--- src/rtl/serial_adder_if.sv ---
// Operand/result bundle for serial_adder: an operand channel in and a result channel out.
// Both channels use valid/ready. A transfer happens on a rising clk edge where valid && ready.
// The source holds valid and its payload steady until that edge, and ready may depend on state only.
interface serial_adder_if #(parameter int WIDTH = 8);
  logic             in_valid;
  logic             in_ready;
  logic [WIDTH-1:0] a;
  logic [WIDTH-1:0] b;
  logic             cin;
  logic             sub;
  logic             out_valid;
  logic             out_ready;
  logic [WIDTH-1:0] sum;
  logic             cout;
  logic             ovf;
  logic             busy;

  modport master (
    output in_valid, a, b, cin, sub, out_ready,
    input  in_ready, out_valid, sum, cout, ovf, busy
  );

  modport slave (
    input  in_valid, a, b, cin, sub, out_ready,
    output in_ready, out_valid, sum, cout, ovf, busy
  );
endinterface

--- src/rtl/serial_adder.sv ---
// Multi-cycle add/subtract unit. Each cycle it adds DIGIT bits, starting at the LSB.
// The carry is held in a register between cycles. The result is held in DONE until the consumer accepts it.
module serial_adder #(
  parameter int WIDTH = 8,
  parameter int DIGIT = 1
) (
  input  logic           clk,
  input  logic           rst_n,
  serial_adder_if.slave  bus,
  output logic [1:0]     o_dbg_state
);
  localparam int STEPS = WIDTH / DIGIT;
  localparam int CW    = (STEPS > 1) ? $clog2(STEPS) : 1;

  typedef enum logic [1:0] {S_IDLE = 2'd0, S_RUN = 2'd1, S_DONE = 2'd2} state_t;

  state_t           r_state;
  state_t           w_next_state;
  logic [WIDTH-1:0] r_a;
  logic [WIDTH-1:0] r_b;
  logic [WIDTH-1:0] r_sum;
  logic [CW-1:0]    r_cnt;
  logic             r_carry;
  logic             r_cout;
  logic             r_ovf;
  logic             r_a_msb;
  logic             r_b_msb;

  logic [DIGIT:0]   w_digit;
  logic [WIDTH-1:0] w_sum_next;
  logic             w_last;

  assign w_digit    = {1'b0, r_a[DIGIT-1:0]} + {1'b0, r_b[DIGIT-1:0]} + {{DIGIT{1'b0}}, r_carry};
  // The new digit enters from the MSB side, so after STEPS shifts the LSB digit is at bit 0.
  assign w_sum_next = (r_sum >> DIGIT) | (WIDTH'(w_digit[DIGIT-1:0]) << (WIDTH - DIGIT));
  assign w_last     = (r_cnt == CW'(STEPS - 1));

  always_ff @(posedge clk) begin
    if (!rst_n) begin
      r_state <= S_IDLE;
      r_cnt   <= '0;
      r_carry <= 1'b0;
      r_sum   <= '0;
      r_cout  <= 1'b0;
      r_ovf   <= 1'b0;
      r_a     <= '0;
      r_b     <= '0;
      r_a_msb <= 1'b0;
      r_b_msb <= 1'b0;
    end else begin
      r_state <= w_next_state;
      case (r_state)
        S_IDLE: begin
          if (bus.in_valid) begin
            r_a     <= bus.a;
            r_b     <= bus.sub ? ~bus.b : bus.b;
            r_carry <= bus.sub | bus.cin;
            r_cnt   <= '0;
            r_a_msb <= bus.a[WIDTH-1];
            r_b_msb <= bus.sub ? ~bus.b[WIDTH-1] : bus.b[WIDTH-1];
          end
        end
        S_RUN: begin
          r_a     <= r_a >> DIGIT;
          r_b     <= r_b >> DIGIT;
          r_sum   <= w_sum_next;
          r_carry <= w_digit[DIGIT];
          r_cnt   <= r_cnt + CW'(1);
          if (w_last) begin
            r_cout <= w_digit[DIGIT];
            // The operand MSBs are kept separately because r_a/r_b have been shifted away by now.
            r_ovf  <= (r_a_msb == r_b_msb) & (w_sum_next[WIDTH-1] != r_a_msb);
          end
        end
        default: ;
      endcase
    end
  end

  always_comb begin
    w_next_state = r_state;
    case (r_state)
      S_IDLE:  if (bus.in_valid) w_next_state = S_RUN;
      S_RUN:   if (w_last) w_next_state = S_DONE;
      S_DONE:  if (bus.out_ready) w_next_state = S_IDLE;
      default: w_next_state = S_IDLE;
    endcase
  end

  assign bus.in_ready  = (r_state == S_IDLE);
  assign bus.out_valid = (r_state == S_DONE);
  assign bus.busy      = (r_state != S_IDLE);
  assign bus.sum       = r_sum;
  assign bus.cout      = r_cout;
  assign bus.ovf       = r_ovf;
  assign o_dbg_state   = r_state;
endmodule
--- src/flat_wrapper.sv ---
// flat-port wrapper written by rule: the top's interface ports become plain ports
module serial_adder_flat 
#(
  parameter int WIDTH = 8,
  parameter int DIGIT = 1
)
  (clk, rst_n, o_dbg_state, bus_in_valid, bus_a, bus_b, bus_cin, bus_sub, bus_out_ready, bus_in_ready, bus_out_valid, bus_sum, bus_cout, bus_ovf, bus_busy);
  serial_adder_if #(.WIDTH(WIDTH)) bus_i ();
  input  logic clk;
  input  logic rst_n;
  output logic [1:0] o_dbg_state;
  input wire logic [$bits(bus_i.in_valid)-1:0] bus_in_valid;
  input wire logic [$bits(bus_i.a)-1:0] bus_a;
  input wire logic [$bits(bus_i.b)-1:0] bus_b;
  input wire logic [$bits(bus_i.cin)-1:0] bus_cin;
  input wire logic [$bits(bus_i.sub)-1:0] bus_sub;
  input wire logic [$bits(bus_i.out_ready)-1:0] bus_out_ready;
  output wire logic [$bits(bus_i.in_ready)-1:0] bus_in_ready;
  output wire logic [$bits(bus_i.out_valid)-1:0] bus_out_valid;
  output wire logic [$bits(bus_i.sum)-1:0] bus_sum;
  output wire logic [$bits(bus_i.cout)-1:0] bus_cout;
  output wire logic [$bits(bus_i.ovf)-1:0] bus_ovf;
  output wire logic [$bits(bus_i.busy)-1:0] bus_busy;
  assign bus_i.in_valid = bus_in_valid;
  assign bus_i.a = bus_a;
  assign bus_i.b = bus_b;
  assign bus_i.cin = bus_cin;
  assign bus_i.sub = bus_sub;
  assign bus_i.out_ready = bus_out_ready;
  assign bus_in_ready = bus_i.in_ready;
  assign bus_out_valid = bus_i.out_valid;
  assign bus_sum = bus_i.sum;
  assign bus_cout = bus_i.cout;
  assign bus_ovf = bus_i.ovf;
  assign bus_busy = bus_i.busy;
  serial_adder #(.WIDTH(WIDTH), .DIGIT(DIGIT)) u_core (.clk(clk), .rst_n(rst_n), .bus(bus_i), .o_dbg_state(o_dbg_state));
endmodule
--- config.mk ---
export PLATFORM = sky130hd
export DESIGN_NAME = serial_adder_flat
export DESIGN_NICKNAME = d
export VERILOG_FILES = /design/src/rtl/serial_adder_if.sv /design/src/rtl/serial_adder.sv /design/src/flat_wrapper.sv
export SDC_FILE = /design/constraint.sdc
export NUM_CORES = 1
export LEC_CHECK = 0
export ABC_AREA = 0
export CORE_ASPECT_RATIO = 0.75
export CORE_MARGIN = 3
export CORE_UTILIZATION = 43
export CTS_CLUSTER_SIZE = 16
export DETAILED_ROUTE_END_ITERATION = 12
export PLACE_DENSITY = 0.74
export SLEW_MARGIN = 15
export SYNTH_ARGS = -nofsm -noshare
export SYNTH_HDL_FRONTEND = slang
export SYNTH_SLANG_ARGS = --single-unit
--- constraint.sdc ---
create_clock -name clk -period 1.5 [get_ports clk]
set_input_delay 0.15 -clock clk [delete_from_list [all_inputs] [get_ports clk]]
set_output_delay 0.15 -clock clk [all_outputs]
set_load 0.1 [all_outputs]
==> metrics.cfg, run 1 <==
[status]
status=completed

[die]
die_area_mm2=0.004199
die_height_um=56.88
fp-row-count=17
core_region_area_mm2=0.003105
ios=37
fp.dieW_um=73.83
initial_core_util=0.4778

[setup_path]
worstSetupEndpointType=primary output
r2r_slack_ns=0.08
crit_fanout=3
startpoint=u_core.o_dbg_state[0]$_SDFFE_PN0P_
ff2ff_path_depth=4
critPathKind=reg -> out
required_ns=1.35
arrival_ns=1.28
reg2reg_from=u_core.r_carry$_SDFFE_PN0P_
critPathLaunchType=flip-flop
rr_endpoint=u_core.bus.ovf$_SDFFE_PN0P_

[layout]
area_growth_pct=46.71
num-fill-cells=229
final-instance-count-excl-fill=244
nNetsFinal=230
layout-drive-gt1-share=0.2184
n_antenna_cell=0
layout_commonest_cell=dfxtp_1
layout_common_cells=dfxtp_1, nand2_1, clkdlybuf4s50_1

[grt]
grt_max_degree=24
grt_pass1_wl_um=5444
grt_antenna_before_repair=0
globalRoute.totalOverflow=0
grt.total_usage=0.1692
grt_pass1_vias=1205

[drt]
vias=1244
wl_per_cell_um=13.30
routed_wl_um=3245
postRouteAntennaNets=0
drt-initial-drc-count=70
vias_per_cell=5.098
dr.pass1.iters=5
drc=0

[pwr]
total_leakage_power_nw=0.8296
max-vdd-ir-drop_mv=0.7470
power_density_mw_per_mm2=970.8

[logic_synthesis]
synth-edff-count=0
netlist_area_mm2=0.001484
synthDistinctLibCells=35
syn-num-nets=187
synth-async-reset-ratio=0
syn_inst=162
ys_ff_latch=34
ys.flop_type=dfxtp_1
synth_area_per_cell_um2=9.160
yosys_warnings=0
ys_seq_area_frac=0.4587

[hold_path]
whs_endpoint=u_core.r_a[7]$_SDFFE_PN0P_
hp-class=in -> reg
min_from=bus_a[7]
worst_hold_path.num_cells=3

[timing]
layout_setup_ws_ns=0.06790
fmax_ghz=0.6983
maxSlewViolCount=0
setup_violations=0
fin_worst_skew_ns=0.005039
rsz0062_at_grt=no
period_needed_ns=1.432
hold_viol=0
slew_headroom=0.7752
post-route-period-util=0.9547
worst_slew_pin_slew_ns=0.3365

[clock_tree]
cts_tree=built
clock_path_buffers=2
clock_sinks=34
clkSlewWorstSetupHoldPaths_ns=0.07
clock_latency_ns=0.28
cts_buffers=5
ctsHoldBuffers=0
cts_max_level=2
cts-root-buf=clkbuf_8

[place]
port_buffers=36
dpl_worst_slack_ns=-0.09719
hpwl_um=2432
gp_congestion=0.8056
dp.cells=234

[flow_run]
drv_cap=0

area by class of cell:
class	count	area [um2]	share of cell area
Inverter	2	11.26	0.005172
Timing Repair Buffer	47	593.1	0.2724
Clock buffer	7	86.33	0.03966
Clock inverter	1	5.005	0.002299
Sequential cell	34	688.2	0.3161
Tap cell	38	47.55	0.02184
Multi-Input combinational cell	115	745.7	0.3425
layer usage:
layer / part of all wire / wire (um) / global-route usage / up-vias
met3: 0.058 / 187 / 0.06082 / 6
met2: 0.49 / 1593 / 0.2652 / 35
met1: 0.43 / 1407 / 0.2074 / 556
met4: 0.018 / 58 / 0.06977 / 0
li1: - / - / - / 647
met5: 0 / 0 / 0 / -
state kept, by name, indices dropped and copies added, names as in the netlist:
signal and flops:
u_core.bus.sum 8, u_core.r_a 8, u_core.r_b 8, u_core.r_cnt 3, u_core.o_dbg_state 2, u_core.bus.cout 1, u_core.bus.ovf 1, u_core.r_a_msb 1
u_core.r_b_msb 1, u_core.r_carry 1
cell usage after synthesis (all sizes together) (2+ instances only):
cell | n | area (um2)
nand2b | 2 | 12.51
xnor2 | 7 | 61.31
a211oi | 8 | 70.06
nand3 | 5 | 25.02
inv | 2 | 7.500
nor3 | 3 | 15.01
nand2 | 23 | 86.33
ha | 2 | 25.02
buf | 9 | 57.55
a21oi | 17 | 85.08
clkbuf | 2 | 7.510
mux2i | 7 | 70.07
nor2 | 20 | 85.08
nor2b | 2 | 12.51
a221o | 7 | 70.07
dfxtp | 34 | 680.7
cells by family (layout without fill, tap and decap cells):
| logic type | Yosys count | in the layout | share of synthesized area |
|---|---|---|---|
| flip-flops | 34 | 34 | 0.4587 |
| AO/OA/AOI/OAI | 35 | 35 | 0.1669 |
| buffers and inverters | 13 | 57 | 0.04890 |
| XOR/XNOR | 8 | 8 | 0.04722 |
| AND/OR/NAND/NOR | 61 | 61 | 0.1931 |
| multiplexers | 8 | 8 | 0.05481 |
| adder cells (fa/ha/maj) | 3 | 3 | 0.03035 |
timing repair:
| action | CTS | global route |
|---|---|---|
| resized for setup | 0 | 1 |
| buffers inserted | 2 | 0 |
| setup endpoints to repair | 1 | 1 |
| hold endpoints to repair | 0 | 0 |
| pin swaps | 0 | 1 |
per-stage QoR:
step / util / setup TNS (ns) / hold slack [ns] / power [mW] / instance area [um2]
after floorplan: - / -0.2382 / 0.2975 / 1.283 / 1513
after global placement: 0.6652 / 0 / 0.4597 / 1.429 / 2066
after detailed placement: 0.6652 / -0.09719 / 0.4613 / 1.443 / 2066
after CTS: 0.6994 / 0 / 0.4524 / 2.128 / 2172
after global routing: 0.7010 / 0 / 0.4735 / 2.205 / 2177
final: 0.7010 / 0 / 0.4529 / 2.113 / 2177
worst max path at each step:
stage	endpoint	cells after the start
after floorplan	bus_in_ready	3
after global placement	u_core.r_carry$_SDFFE_PN0P_	4
after detailed placement	u_core.r_carry$_SDFFE_PN0P_	4
after CTS	u_core.bus.ovf$_SDFFE_PN0P_	4
after global routing	u_core.r_carry$_SDFFE_PN0P_	4
final	bus_in_ready	4
critical path, cell delays in order (launching register included):
cell and delay, ns:
dfxtp_4 0.34, buf_4 0.15, or2_4 0.25, clkinvlp_4 0.09, buf_12 0.16
power breakdown:
| group | internal (mW) | switching (mW) | leakage [nW] |
|---|---|---|---|
| Combinational | 0.208 | 0.233 | 0.502 |
| Clock | 0.370 | 0.312 | 0.0482 |
| Sequential | 0.955 | 0.0355 | 0.280 |
| Total | 1.53 | 0.580 | 0.830 |
Note: power is estimated with default switching activity, not from simulation.
==> run 2, diff against run 1 <==
Settings changed: CTS_CLUSTER_DIAMETER from default to 120.
==> results of run 2 <==
Same layout as run 1: the final DEF is identical, and so are final timing and power.
